### src/rtl/pixel_pkg.sv
// Shared types for the pixel collector: FSM state encoding and RGB field layout.
package pixel_pkg;

    typedef enum logic [1:0] {
        IDLE  = 2'd0,
        RUN   = 2'd1,
        FLUSH = 2'd2
    } state_t;

    localparam int CH_W  = 8;
    localparam int R_LSB = 16;
    localparam int G_LSB = 8;
    localparam int B_LSB = 0;

endpackage

### src/rtl/pix_fifo.sv
// Per-core pixel FIFO; extra pointer bit distinguishes full from empty.
module pix_fifo #(
    parameter int PIX_W = 24,
    parameter int DEPTH = 2
) (
    input  logic             aclk,
    input  logic             aresetn,
    input  logic             clear,
    input  logic             push,
    input  logic             pop,
    input  logic [PIX_W-1:0] din,
    output logic [PIX_W-1:0] data,
    output logic             full,
    output logic             empty
);

    localparam int AW = $clog2(DEPTH);

    logic [PIX_W-1:0] mem [DEPTH];
    logic [AW:0]      wr_ptr;
    logic [AW:0]      rd_ptr;

    assign empty = (wr_ptr == rd_ptr);
    assign full  = (wr_ptr[AW] != rd_ptr[AW]) && (wr_ptr[AW-1:0] == rd_ptr[AW-1:0]);
    assign data  = mem[rd_ptr[AW-1:0]];

    always_ff @(posedge aclk or negedge aresetn) begin
        if (!aresetn) begin
            wr_ptr <= '0;
            rd_ptr <= '0;
        end else if (clear) begin
            wr_ptr <= '0;
            rd_ptr <= '0;
        end else begin
            if (push) wr_ptr <= wr_ptr + 1'b1;
            if (pop)  rd_ptr <= rd_ptr + 1'b1;
        end
    end

    always_ff @(posedge aclk) begin
        if (push && !clear) mem[wr_ptr[AW-1:0]] <= din;
    end

endmodule

### src/rtl/pixel_collector.sv
// Merges per-core pixel streams in strict round-robin order into one framed stream.
// Optional stall/starve counters are enabled with `define PIXEL_COLLECTOR_STATS_EN.
module pixel_collector
    import pixel_pkg::*;
#(
    parameter int NUM_CORES = 4,
    parameter int PIX_W     = 24,
    parameter int DEPTH     = 2,
    localparam int CW       = $clog2(NUM_CORES + 1)
) (
    input  logic                       aclk,
    input  logic                       aresetn,
    input  logic [CW-1:0]              active_cores,
    input  logic [31:0]                frame_pixels,
    input  logic                       flush,
    input  logic [NUM_CORES-1:0]       in_valid,
    input  logic [NUM_CORES*PIX_W-1:0] in_data,
    output logic [NUM_CORES-1:0]       in_ready,
    output logic [PIX_W-1:0]           out_data,
    output logic                       out_valid,
    input  logic                       out_ready,
    output logic                       out_sof,
    output logic                       out_last
`ifdef PIXEL_COLLECTOR_STATS_EN
    ,
    output logic [31:0]                stall_cycles,
    output logic [31:0]                starve_cycles
`endif
);

    localparam int IW = (NUM_CORES > 1) ? $clog2(NUM_CORES) : 1;

    state_t               state, state_nxt;
    logic [CW-1:0]        cores_q, cores_clamp;
    logic [IW-1:0]        cur;
    logic [31:0]          pix_cnt, pix_cnt_nxt;
    logic [NUM_CORES-1:0] full, empty, push, fpush, fpop;
    logic [PIX_W-1:0]     fdata  [NUM_CORES];
    logic [PIX_W-1:0]     in_pix [NUM_CORES];
    logic [PIX_W-1:0]     load_data;
    logic                 run, clear, cur_empty, load, bypass, cur_wrap, frame_last;

    assign run   = (state == RUN);
    // Flush clears in the same cycle it is seen so stale pixels never reach the output.
    assign clear = (run && flush) || (state == FLUSH);

    assign push      = in_valid & in_ready & {NUM_CORES{!flush}};
    assign cur_empty = empty[cur];
    assign load      = run && !flush && (!cur_empty || push[cur]) && (!out_valid || out_ready);
    // An empty current FIFO is bypassed so a fresh pixel reaches the output one cycle later.
    assign bypass    = load && cur_empty;
    assign load_data = cur_empty ? in_pix[cur] : fdata[cur];
    assign cur_wrap  = (CW'(cur) == cores_q - CW'(1));

    for (genvar g = 0; g < NUM_CORES; g++) begin : g_core
        assign in_pix[g]   = in_data[g*PIX_W +: PIX_W];
        assign in_ready[g] = !full[g] && (CW'(g) < cores_q) && run;
        assign fpush[g]    = push[g] && !(bypass && (cur == IW'(g)));
        assign fpop[g]     = load && !cur_empty && (cur == IW'(g));

        pix_fifo #(.PIX_W(PIX_W), .DEPTH(DEPTH)) u_fifo (
            .aclk    (aclk),
            .aresetn (aresetn),
            .clear   (clear),
            .push    (fpush[g]),
            .pop     (fpop[g]),
            .din     (in_pix[g]),
            .data    (fdata[g]),
            .full    (full[g]),
            .empty   (empty[g])
        );
    end

    always_comb begin
        cores_clamp = active_cores;
        if (active_cores == '0)                   cores_clamp = CW'(1);
        else if (active_cores > CW'(NUM_CORES))   cores_clamp = CW'(NUM_CORES);
    end

    // frame_pixels==0 means an unbounded frame: no last marker, counter saturates.
    assign frame_last = (frame_pixels != 32'd0) && (pix_cnt == frame_pixels - 32'd1);

    always_comb begin
        pix_cnt_nxt = pix_cnt + 32'd1;
        if (frame_last)                  pix_cnt_nxt = 32'd0;
        else if (pix_cnt == 32'hFFFF_FFFF) pix_cnt_nxt = pix_cnt;
    end

    always_comb begin
        state_nxt = state;
        case (state)
            IDLE:    state_nxt = RUN;
            RUN:     if (flush) state_nxt = FLUSH;
            FLUSH:   state_nxt = IDLE;
            default: state_nxt = IDLE;
        endcase
    end

    always_ff @(posedge aclk or negedge aresetn) begin
        if (!aresetn) begin
            state     <= IDLE;
            cores_q   <= CW'(1);
            cur       <= '0;
            pix_cnt   <= '0;
            out_data  <= '0;
            out_valid <= 1'b0;
            out_sof   <= 1'b0;
            out_last  <= 1'b0;
        end else begin
            state <= state_nxt;
            if (state == IDLE) cores_q <= cores_clamp;
            if (clear) begin
                cur       <= '0;
                pix_cnt   <= '0;
                out_valid <= 1'b0;
                out_sof   <= 1'b0;
                out_last  <= 1'b0;
            end else if (load) begin
                out_valid <= 1'b1;
                out_data  <= load_data;
                out_sof   <= (pix_cnt == 32'd0);
                out_last  <= frame_last;
                pix_cnt   <= pix_cnt_nxt;
                cur       <= cur_wrap ? '0 : cur + IW'(1);
            end else if (out_ready) begin
                out_valid <= 1'b0;
            end
        end
    end

`ifdef PIXEL_COLLECTOR_STATS_EN
    always_ff @(posedge aclk or negedge aresetn) begin
        if (!aresetn) begin
            stall_cycles  <= '0;
            starve_cycles <= '0;
        end else if (clear) begin
            stall_cycles  <= '0;
            starve_cycles <= '0;
        end else begin
            if (out_valid && !out_ready && stall_cycles != 32'hFFFF_FFFF)
                stall_cycles <= stall_cycles + 32'd1;
            if (run && cur_empty && !out_valid && starve_cycles != 32'hFFFF_FFFF)
                starve_cycles <= starve_cycles + 32'd1;
        end
    end
`endif

endmodule

### config.mk
export PLATFORM = sky130hd
export DESIGN_NAME = pixel_collector
export DESIGN_NICKNAME = d
export VERILOG_FILES = /design/src/rtl/pixel_pkg.sv /design/src/rtl/pix_fifo.sv /design/src/rtl/pixel_collector.sv
export SDC_FILE = /design/constraint.sdc
export NUM_CORES = 1
export LEC_CHECK = 0
export ABC_AREA = 1
export BUFFER_PORTS_ARGS = -buffer_cell sky130_fd_sc_hd__buf_4
export CAP_MARGIN = 5
export CORE_UTILIZATION = 40
export DETAILED_ROUTE_END_ITERATION = 8
export GPL_ROUTABILITY_DRIVEN = 0
export PLACE_DENSITY = 0.58
export SYNTH_ARGS = -nofsm -noshare
export SYNTH_HDL_FRONTEND = slang
export SYNTH_SLANG_ARGS = --single-unit
### constraint.sdc
create_clock -name aclk -period 2.96 [get_ports aclk]
set_clock_uncertainty 0.2 [all_clocks]
set_input_delay 0.592 -clock aclk [delete_from_list [all_inputs] [get_ports aclk]]
set_output_delay 0.592 -clock aclk [all_outputs]
set_load 0.03 [all_outputs]
==> metrics.cfg, run 1 <==
[cts]
cts_tree=done
cts_sinks=274
cts_root_buf=clkbuf_16
clk_latency_ns=0.56
cts_buffers=29
cts_setup_buffers=0
htree_levels=1
cts_buffer_depth=3
clk_pin_slew_ns=0.06

[critical_path]
crit_path_frequent_cell=nand2_1
start_kind=register
cp_slowest_cell=dfrtp_1
setup.worst_path.end_class=register
worstPathArrival_ns=2.83
critPathMaxStageDelay_ns=0.48
cp_data_required_time_ns=3.00
rr_endpoint=g_core[2].u_fifo.mem[0][21]
reg2reg_depth=14
r2r-start=g_core[2].u_fifo.wr_ptr[0]
path_class=reg -> reg
crit_path_cell_trace=xnor2_1 > nand2_1 > nand4_1 > nand2_1 > nand3_1 > nand3_2 > nand3_4 > inv_1 > nand2_1 > inv_1 > nand2_1 > nand2_1 > nor2_2 > buf_6
rrSetupSlack_ns=0.17
crit_path_max_fanout=13

[power_and_ir_drop]
ir_drop_mv=0.570
powerDensity_nw_per_um2=722
leakage_nw=7.51

[die]
die_area_sq_um=37900
die_w_um=195
io_pins=170
core_sq_um=36600
die_y_um=195
num_rows=70
initial_core_util_pct=40.6

[timing]
finalHoldViolations=0
setup_tns_ns=0
setup_viol=0
setup_ws_ns=0.173
slew_violations=0
rsz0062_at_grt=true
holdWs_ns=0.0208
max_freq_mhz=359
worstMarginPinSlew_ns=0.795
finalCritPeriodShare_pct=94.2
relSlewSlack_pct=47.0
period_minus_slack_ns=2.79

[layout]
final_util_pct=49.1
multiInputGateArea_sq_um=6150
drive_gt1_share_pct=20.5
nFillCells=3484
area_delta_synth_final_pct=21.0
regArea_sq_um=7830
nets=1981

[synth]
synthCells=1654
synthMostInstantiatedCell=nand2_1
ys_ff_latch=274
synth_area_leaders=edfxtp_1 (39%), dfrtp_1 (14%), nand2_1 (9.9%), nor2_1 (4.9%), o21ai_0 (3.9%)
synth.avg_cell_area_sq_um=8.98
yosys.area.top_type_share_pct=38.8
synth_top_area_cell=edfxtp_1
synth_cell_types=49
seq_area_frac_synth_pct=52.6
synth_commonest_cells=nand2_1 (390), nor2_1 (193), edfxtp_1 (192), inv_1 (131), o21ai_0 (116)
syn-num-nets=1802
yosys_warnings=0
syn_area_sq_um=14900
synth_edf_count=192
async_reset_ff_share_pct=29.9
synth_flop_cell=edfxtp_1

[flow_run]
max-cap-violations=0

[global_route]
grt_pass1_wl_mm=68.9
antenna_found_initial=4
overflow=0
grt_max_degree=70
first_global_vias=12100
grt_use_total_pct=23.2

[placement]
place_ws_ns=-0.0741
io_buffer_count=169
hpwl_mm=30.2

[route]
wl_per_cell_um=18.9
wl_mm=43.9
ant_nets=0
drtPass1Iterations=5
dr_total_vias=12500
drc=0
viasPerCell=5.38
drt-initial-drc-count=995

[outcome]
outcome=finished clean

[min_path]
hp-start=in_data[30]
min_to=g_core[1].u_fifo.mem[0][6]
min_path_cells=1
hold_class=in -> reg

[layout make-up]
cell class / instances / area share, %
well taps: 468 / 3.26
clock inverters: 11 / 0.689
multi-input cells: 1155 / 34.2
inverters: 143 / 3.01
diodes: 2 / 0.0278
repair buffers: 230 / 10.5
flip-flops and latches: 274 / 43.5
clock buffers: 43 / 4.72
[critical path, delay by kind of cell (launching register included)]
family	cells	cell delay, ns
AND/OR/NAND/NOR	10	1.17
buffers and inverters	3	0.39
XOR/XNOR	1	0.23
flip-flops	1	0.48
[where the power goes]
part,leakage (nW),internal (mW),switching (mW),total [mW]
clock network,0.477,2.16,1.51,3.67
registers,2.82,4.55,0.266,4.81
logic,4.21,1.48,3.02,4.50
[state kept, by name (all words and copies together) (netlist names)]
register	flops
g_core.u_fifo.mem	192
pix_cnt	32
out_data	24
g_core.u_fifo.rd_ptr	8
g_core.u_fifo.wr_ptr	8
cores_q	3
cur	2
state	2
out_last	1
out_sof	1
out_valid	1
[metrics by stage]
| stage | cell area (sq um) | instances | power (mW) |
|---|---|---|---|
| 4_1_cts | 17900 | 2324 | 13.0 |
| 6_report | 18000 | 2326 | 13.0 |
| 2_1_floorplan | 14900 | 1654 | 7.73 |
| 5_1_grt | 18000 | 2326 | 13.7 |
| 3_5_place_dp | 16900 | 2261 | 9.34 |
| 3_3_place_gp | 16900 | 2261 | 9.28 |
[cells by family after synthesis]
group	count (synthesis)	synth area share, %
AOI/OAI and AO/OA	276	11.7
xor gates and xnor gates	54	3.18
adders and majority gates	9	0.758
buffers and inverters	225	6.14
DFF	274	52.6
muxes	24	1.62
and+or+nand+nor	792	23.9
[placed cells by master (no fill, tap or decap), types with 8 or more instances in the layout]
cell,netlist,final
a32oi_1,24,24
nand2_1,390,389
nand4_1,34,34
xnor2_1,15,15
nor3_1,14,14
ha_1,9,9
nand3_1,70,70
o21ai_1,8,8
edfxtp_1,192,192
mux2i_1,24,24
nand3_2,8,8
buf_12,0,10
o21ai_2,22,22
o21ai_0,116,116
inv_2,10,11
o211ai_1,24,24
nand3b_1,9,9
xor2_1,39,39
nand2_2,15,16
buf_4,2,206
o22ai_1,24,24
inv_1,131,130
clkbuf_16,0,29
o221ai_1,24,24
dlygate4sd3_1,0,9
nor2_2,19,27
dfrtp_1,81,77
a21oi_1,30,30
nor4_1,15,15
nor2_1,193,185
[per-layer routing]
metal / wire length [um] / vias up / GRT usage (%)
met4: 1010 / 4 / 5.97
met3: 2910 / 65 / 3.54
met5: 27 / - / 0
li1: - / 6023 / -
met2: 20000 / 390 / 37.1
met1: 19900 / 6031 / 32.7
[how the worst max path moves through the flow]
stage                          startpoint                     endpoint  slack (ns)  cells past startpoint
2_1_floorplan                  cores_q[0]   g_core[3].u_fifo.mem[1][0]       -0.24                     15
3_3_place_gp              frame_pixels[1]                  pix_cnt[28]       -0.04                     16
6_report       g_core[2].u_fifo.wr_ptr[0]  g_core[2].u_fifo.mem[0][21]        0.17                     14
4_1_cts                        cores_q[0]   g_core[3].u_fifo.rd_ptr[0]        0.17                     16
3_5_place_dp              frame_pixels[1]                  pix_cnt[26]       -0.07                     16
5_1_grt                        cores_q[0]  g_core[2].u_fifo.mem[0][18]       -0.02                     16
[what timing repair did]
item,4_1_cts,5_1_grt
hold buffers,9,0
setup endpoints to repair,0,28
hold endpoints to repair,58,0
gates resized for setup,0,7
Power figures use the tool's default switching activity.
==> run 2, diff against run 1 <==
--- a/config.mk
+++ b/config.mk
@@ -8,10 +8,12 @@
 export ABC_AREA = 1
 export BUFFER_PORTS_ARGS = -buffer_cell sky130_fd_sc_hd__buf_4
 export CAP_MARGIN = 5
+export CELL_PAD_IN_SITES_DETAIL_PLACEMENT = 1
+export CELL_PAD_IN_SITES_GLOBAL_PLACEMENT = 1
 export CORE_UTILIZATION = 40
 export DETAILED_ROUTE_END_ITERATION = 8
 export GPL_ROUTABILITY_DRIVEN = 0
-export PLACE_DENSITY = 0.58
+export PLACE_DENSITY = 0.84
 export SYNTH_ARGS = -nofsm -noshare
 export SYNTH_HDL_FRONTEND = slang
 export SYNTH_SLANG_ARGS = --single-unit
==> run 2 against run 1 <==
Net effect: worst setup slack worse by 0.026 ns; power up 4.0%; clock-buffer cell count down 9; maximum frequency down 0.93%.
==> metrics.cfg, run 2 (same netlist as run 1, synthesis figures left out) <==
[outcome]
outcome=finished clean

[critical_path]
setup.worst_path.end_class=register
crit_end=g_core[2].u_fifo.mem[0][23]
path_class=reg -> reg
r2r-start=g_core[3].u_fifo.wr_ptr[0]
cp_data_required_time_ns=3.04  ; +0.04 ns
start_kind=register
rrSetupSlack_ns=0.15  ; -0.03 ns
worstPathArrival_ns=2.89  ; +0.06 ns
startpoint=g_core[3].u_fifo.wr_ptr[0]
reg2reg_depth=14  ; unchanged
crit_path_max_fanout=6  ; -7
rr_endpoint=g_core[2].u_fifo.mem[0][23]

[power_and_ir_drop]
combPwrFrac_pct=36.2  ; +1.5 points
p_seq_share_pct=36.0  ; -1.1 points
p_int_mw=8.20  ; +0.23%
fin_total_pwr_mw=13.5  ; +4.0%
powerDensity_nw_per_um2=746  ; +3.4%
netSwitchingPower_mw=5.30  ; +10%
clock_power_share_pct=27.8  ; -0.5 points
leakage_nw=7.52  ; about the same
ir_drop_mv=0.639  ; +12%
switching_share_pct=39.2  ; +2.3 points

[placement]
place_ws_ns=-0.148  ; -0.0735 ns
placed_area_sq_um=16800  ; -0.32%
io_buffer_count=169  ; unchanged
hpwl_mm=34.8  ; +15%

[route]
drtPass1Iterations=5  ; unchanged
drt-initial-drc-count=1170  ; +18%
dr_total_vias=13400  ; +7.4%
viasPerCell=5.78  ; +7.4%
drc=0  ; unchanged
wl_mm=54.4  ; +24%
wl_per_cell_um=23.4  ; +24%
ant_nets=0  ; unchanged

[global_route]
use_met3_pct=3.97  ; +0.43 points
busiest_layer=met2
first_global_vias=14200  ; +17%
use_met1_pct=34.7  ; +1.9 points
grt_use_total_pct=27.6  ; +4.4 points
grt_use_met2_pct=46.8  ; +9.7 points
overflow=0  ; unchanged
grt_pass1_wl_mm=81.2  ; +18%
antenna_found_initial=9  ; +5
grt_max_degree=99  ; +41%

[layout]
area_delta_synth_final_pct=21.7
layout.cells.most_common=nand2_1
largest_reg_flops=192  ; unchanged
drive_gt1_share_pct=20.7  ; +0.26 points
final_cell_mix=nand2_1 (384), buf_4 (202), edfxtp_1 (192), nor2_1 (185), inv_1 (129)
nets=1977  ; -0.20%
final_area_sq_um=18100  ; +0.63%

[timing]
period_minus_slack_ns=2.81  ; +0.0261 ns
worstMarginPinSlew_ns=0.746  ; -0.0482 ns
setup_viol=0  ; unchanged
finalCritPeriodShare_pct=95.0  ; +0.88 points
slew_violations=0  ; unchanged
finalHoldViolations=0  ; unchanged
setup_ws_ns=0.147  ; -0.0261 ns
max_freq_mhz=355  ; -0.93%
rsz0062_at_grt=true
holdWs_ns=0.0125  ; -0.00832 ns
relSlewSlack_pct=50.2  ; +3.2 points
setup_tns_ns=0  ; unchanged

[cts]
cts_buffer_depth=3  ; unchanged
htree_levels=1  ; unchanged
cts_root_buf=clkbuf_16
cts_sinks=274  ; unchanged
clk_pin_slew_ns=0.07  ; about the same
clk_latency_ns=0.57  ; about the same
cts_tree=done
cts_buffers=29  ; unchanged

[die]
die_area_sq_um=37900  ; unchanged
die_y_um=195  ; unchanged
die_w_um=195  ; unchanged
initial_core_util_pct=40.6  ; unchanged
num_rows=70  ; unchanged
core_sq_um=36600  ; unchanged
io_pins=170  ; unchanged

[min_path]
hp-start=in_data[14]
hold_class=in -> reg

[flow_run]
max-cap-violations=0  ; unchanged

[run 2: cell types whose count changed in the layout (fill, tap and decap cells not counted), moves of 2 or more]
cell / delta
nor2_4: +6
clkinv_1: +7
clkbuf_16: +4
dlygate4sd3_1: -8
diode_2: +5
nand2_1: -5
clkbuf_1: -2
buf_4: -4
clkbuf_8: -7
buf_8: +2
nand2_4: +4
nor2_2: -6
bufinv_16: +2
[run 2: what timing repair did]
item | 4_1_cts | 5_1_grt
cloned | 0 | 7
pin swaps | 1 | 6
endpoints found under the hold margin | 34 | 0
setup endpoints to repair | 3 | 219
resized for setup | 3 | 23
setup buffers | 0 | 4
hold buffers | 1 | 0
[run 2: cell type report]
cell class              count  area, sq um
fillers                  4226        18500
flip-flops and latches    274         7830
multi-input cells        1155         6210
repair buffers            226         1940
clock buffers              34          744
well taps                 468          586
inverters                 143          544
clock inverters            20          213
diodes                      7         17.5
[run 2: power groups by stage]
stage	registers (mW)	logic [mW]	clock network (mW)
final	4.86	4.89	3.75
after global routing	4.90	5.24	3.90
after CTS	4.85	4.70	3.75
after detailed placement	4.92	4.61	0
after global placement	4.89	4.37	0
after floorplan	5.11	2.62	0
[run 2: critical path, cell delays in order, from the launching register on]
cell and delay, ns:
dfrtp_1 0.48, xnor2_1 0.24, nand2_1 0.14, nand4_1 0.14, nand2_1 0.08, nand3_1 0.10
nand3_2 0.12, nand3_4 0.11, inv_1 0.08, nand2_1 0.08, inv_2 0.07, nand2_2 0.09
nand2_4 0.08, nor2_4 0.28, clkbuf_16 0.24
[run 2: per-stage QoR]
step,std cells,utilization [%]
finish,2327,49.4
global route,2327,49.4
CTS,2309,48.6
detailed placement,2254,46.0
global placement,2254,46.0
floorplan,1654,-
[run 2: routing by layer]
metal / vias to the layer above / share of wire (%)
met5: - / 0.055
met2: 623 / 49
met1: 6631 / 39
li1: 6025 / -
met3: 161 / 7.4
met4: 4 / 4.3
[run 2: worst min path at each step]
stage,to,depth (start not counted)
after floorplan,cores_q[1],0
after global placement,out_data[3],2
after detailed placement,out_data[9],2
after CTS,g_core[2].u_fifo.mem[0][20],1
after global routing,g_core[0].u_fifo.mem[1][16],1
final,g_core[0].u_fifo.mem[0][14],1
==> run 3, diff against run 2 <==
--- a/config.mk
+++ b/config.mk
@@ -10,6 +10,7 @@
 export CAP_MARGIN = 5
 export CELL_PAD_IN_SITES_DETAIL_PLACEMENT = 1
 export CELL_PAD_IN_SITES_GLOBAL_PLACEMENT = 1
+export CORE_ASPECT_RATIO = 1.25
 export CORE_UTILIZATION = 40
 export DETAILED_ROUTE_END_ITERATION = 8
 export GPL_ROUTABILITY_DRIVEN = 0
==> run 3 against run 2 <==
Net effect: clock-buffer cell count down 1; power down 1.8%; die area about the same; final cell count about the same; critical path depth up 2; first-iteration DRC count down 27%; global-route usage down 1.2 points; utilization down 0.096 points; critical endpoint is now g_core[2].u_fifo.mem[1][19]; highest routed layer is now met4.
==> metrics.cfg, run 3 (same netlist as run 1, synthesis figures left out) <==
[global_route]
overflow=0  ; unchanged
grt_use_total_pct=26.4  ; -1.2 points
first_global_vias=14300  ; +0.22%
grt_pass1_wl_mm=77.8  ; -4.2%
grt_max_degree=63  ; -36%
antenna_found_initial=2  ; -7

[timing]
finalCritPeriodShare_pct=93.8  ; -1.3 points
setup_viol=0  ; unchanged
max_freq_mhz=360  ; +1.4%
setup_ws_ns=0.185  ; +0.0384 ns
holdWs_ns=0.0222  ; +0.00966 ns
period_minus_slack_ns=2.78  ; -0.0384 ns
setup_tns_ns=0  ; unchanged
relSlewSlack_pct=53.8  ; +3.5 points
finalHoldViolations=0  ; unchanged
worstMarginPinSlew_ns=0.694  ; -0.0527 ns
rsz0062_at_grt=false
slew_violations=0  ; unchanged

[die]
die_area_sq_um=37900  ; about the same
io_pins=170  ; unchanged
num_rows=78  ; +11%
die_y_um=217  ; +12%
core_sq_um=36400  ; -0.57%
die_w_um=174  ; -10%
initial_core_util_pct=40.8  ; +0.23 points

[cts]
clk_latency_ns=0.56  ; about the same
cts_buffers=27  ; -6.9%
cts_root_buf=clkbuf_16
cts_tree=done
cts_buffer_depth=3  ; unchanged
clk_pin_slew_ns=0.06  ; about the same
htree_levels=1  ; unchanged
cts_sinks=274  ; unchanged

[power_and_ir_drop]
p_seq_share_pct=36.2  ; +0.2 points
leakage_nw=7.48  ; -0.56%
netSwitchingPower_mw=5.05  ; -4.6%
powerDensity_nw_per_um2=739  ; -1.0%
switching_share_pct=38.1  ; -1.1 points
clock_power_share_pct=28.0  ; +0.2 points
fin_total_pwr_mw=13.3  ; -1.8%
ir_drop_mv=0.605  ; -5.3%
combPwrFrac_pct=35.8  ; -0.4 points
p_int_mw=8.20  ; about the same

[route]
drt-initial-drc-count=852  ; -27%
wl_per_cell_um=21.6  ; -7.7%
dr_total_vias=13200  ; -2.1%
drc=0  ; unchanged
wl_mm=50.2  ; -7.7%
viasPerCell=5.65  ; -2.2%
drtPass1Iterations=5  ; unchanged
ant_nets=0  ; unchanged

[outcome]
outcome=finished clean

[placement]
io_buffer_count=169  ; unchanged
placed_area_sq_um=16900  ; +0.34%
hpwl_mm=34.1  ; -2.0%
placed_cells=2270  ; +0.71%
place_ws_ns=-0.208  ; -0.0605 ns

[layout]
final_area_sq_um=17900  ; -0.76%
largest_reg_flops=192  ; unchanged
final_cell_mix=nand2_1 (385), buf_4 (210), edfxtp_1 (192), nor2_1 (185), inv_1 (129)
area_delta_synth_final_pct=20.8
final_util_pct=49.3  ; -0.096 points
nets=1973  ; -0.20%
drive_gt1_share_pct=20.7  ; about the same
multiInputGateArea_sq_um=6170  ; -0.60%
nFillCells=4208  ; -0.43%
regArea_sq_um=7820  ; about the same
final_cells=2328  ; +0.043%
layout.cells.most_common=nand2_1

[critical_path]
path_buf_inv=4  ; +1
start_kind=register
crit_path_max_fanout=12  ; +6
path_class=reg -> reg
crit_family=simple AND/OR/NAND/NOR gates
crit_path_frequent_cell=nand2_1
setup.worst_path.end_class=register
cp_slowest_cell=dfstp_2
crit_path_cell_trace=ha_1 > inv_1 > nor2_1 > nor2_1 > nand4_1 > nand2_1 > nand3_1 > nand3_2 > nand3_4 > inv_1 > nand2_1 > inv_2 > nand2_1 > nand2_2 > nor2_4 > clkbuf_16
critPathMaxStageDelay_ns=0.57  ; +0.09 ns
worstPathArrival_ns=2.84  ; -0.05 ns
cp_data_required_time_ns=3.02  ; -0.02 ns

[flow_run]
max-cap-violations=0  ; unchanged

[min_path]
hold_class=in -> reg

run 3: changes by cell type in the layout (fill, tap and decap cells not counted), moves of 3 or more:
cell,change
buf_4,+8
buf_6,-6
clkbuf_16,-4
clkinv_1,-7
diode_2,-5
nand2_4,-3
nor2_2,+4
nor2_4,-4
run 3: power by group through the flow:
stage / clock network (mW) / logic (mW) / registers (mW)
floorplan: 0 / 2.62 / 5.11
global placement: 0 / 4.43 / 4.84
detailed placement: 0 / 4.65 / 4.86
CTS: 3.75 / 4.72 / 4.79
global route: 3.87 / 5.14 / 4.84
finish: 3.71 / 4.75 / 4.80
run 3: worst paths after layout:
| check | to | slack, ns | depth (start not counted) | startpoint |
|---|---|---|---|---|
| max in group asynchronous | pix_cnt[10] | 1.48 | 3 | aresetn |
| worst max register to register | g_core[2].u_fifo.mem[1][19] | 0.18 | 16 | cores_q[0] |
| min in group asynchronous | out_data[16] | 0.39 | 2 | aresetn |
| worst min-delay path | g_core[1].u_fifo.mem[0][16] | 0.02 | 1 | in_data[40] |
| worst max-delay path | g_core[2].u_fifo.mem[1][19] | 0.18 | 16 | cores_q[0] |
| worst min register to register | state[0] | 0.28 | 1 | state[1] |
run 3: cell type report:
class	instances	area share, %
inverters	143	3.02
diodes	2	0.0279
well taps	480	3.35
repair buffers	224	10.3
flip-flops and latches	274	43.6
clock inverters	17	1.28
clock buffers	33	4.00
multi-input cells	1155	34.4
run 3: metal layers:
| layer | track usage [%] | vias to the layer above | share of wire [%] |
|---|---|---|---|
| met5 | 0 | - | 0 |
| li1 | - | 5996 | - |
| met4 | 13.4 | 0 | 4.6 |
| met2 | 48.4 | 477 | 52 |
| met1 | 29.9 | 6554 | 38 |
| met3 | 3.24 | 131 | 5.4 |
run 3: what timing repair did:
action | CTS | global route
setup endpoints to repair | 0 | 201
hold buffers | 1 | 0
hold endpoints to repair | 31 | 0
buffers inserted | 0 | 3
resized for setup | 0 | 8
run 3: worst register-to-register path: stages, from the launching register on:
cell and delay [ns]:
dfstp_2 0.57, ha_1 0.16, inv_1 0.04, nor2_1 0.08, nor2_1 0.07, nand4_1 0.10, nand2_1 0.07, nand3_1 0.09
nand3_2 0.11, nand3_4 0.12, inv_1 0.08, nand2_1 0.08, inv_2 0.07, nand2_1 0.11, nand2_2 0.12, nor2_4 0.20
clkbuf_16 0.24
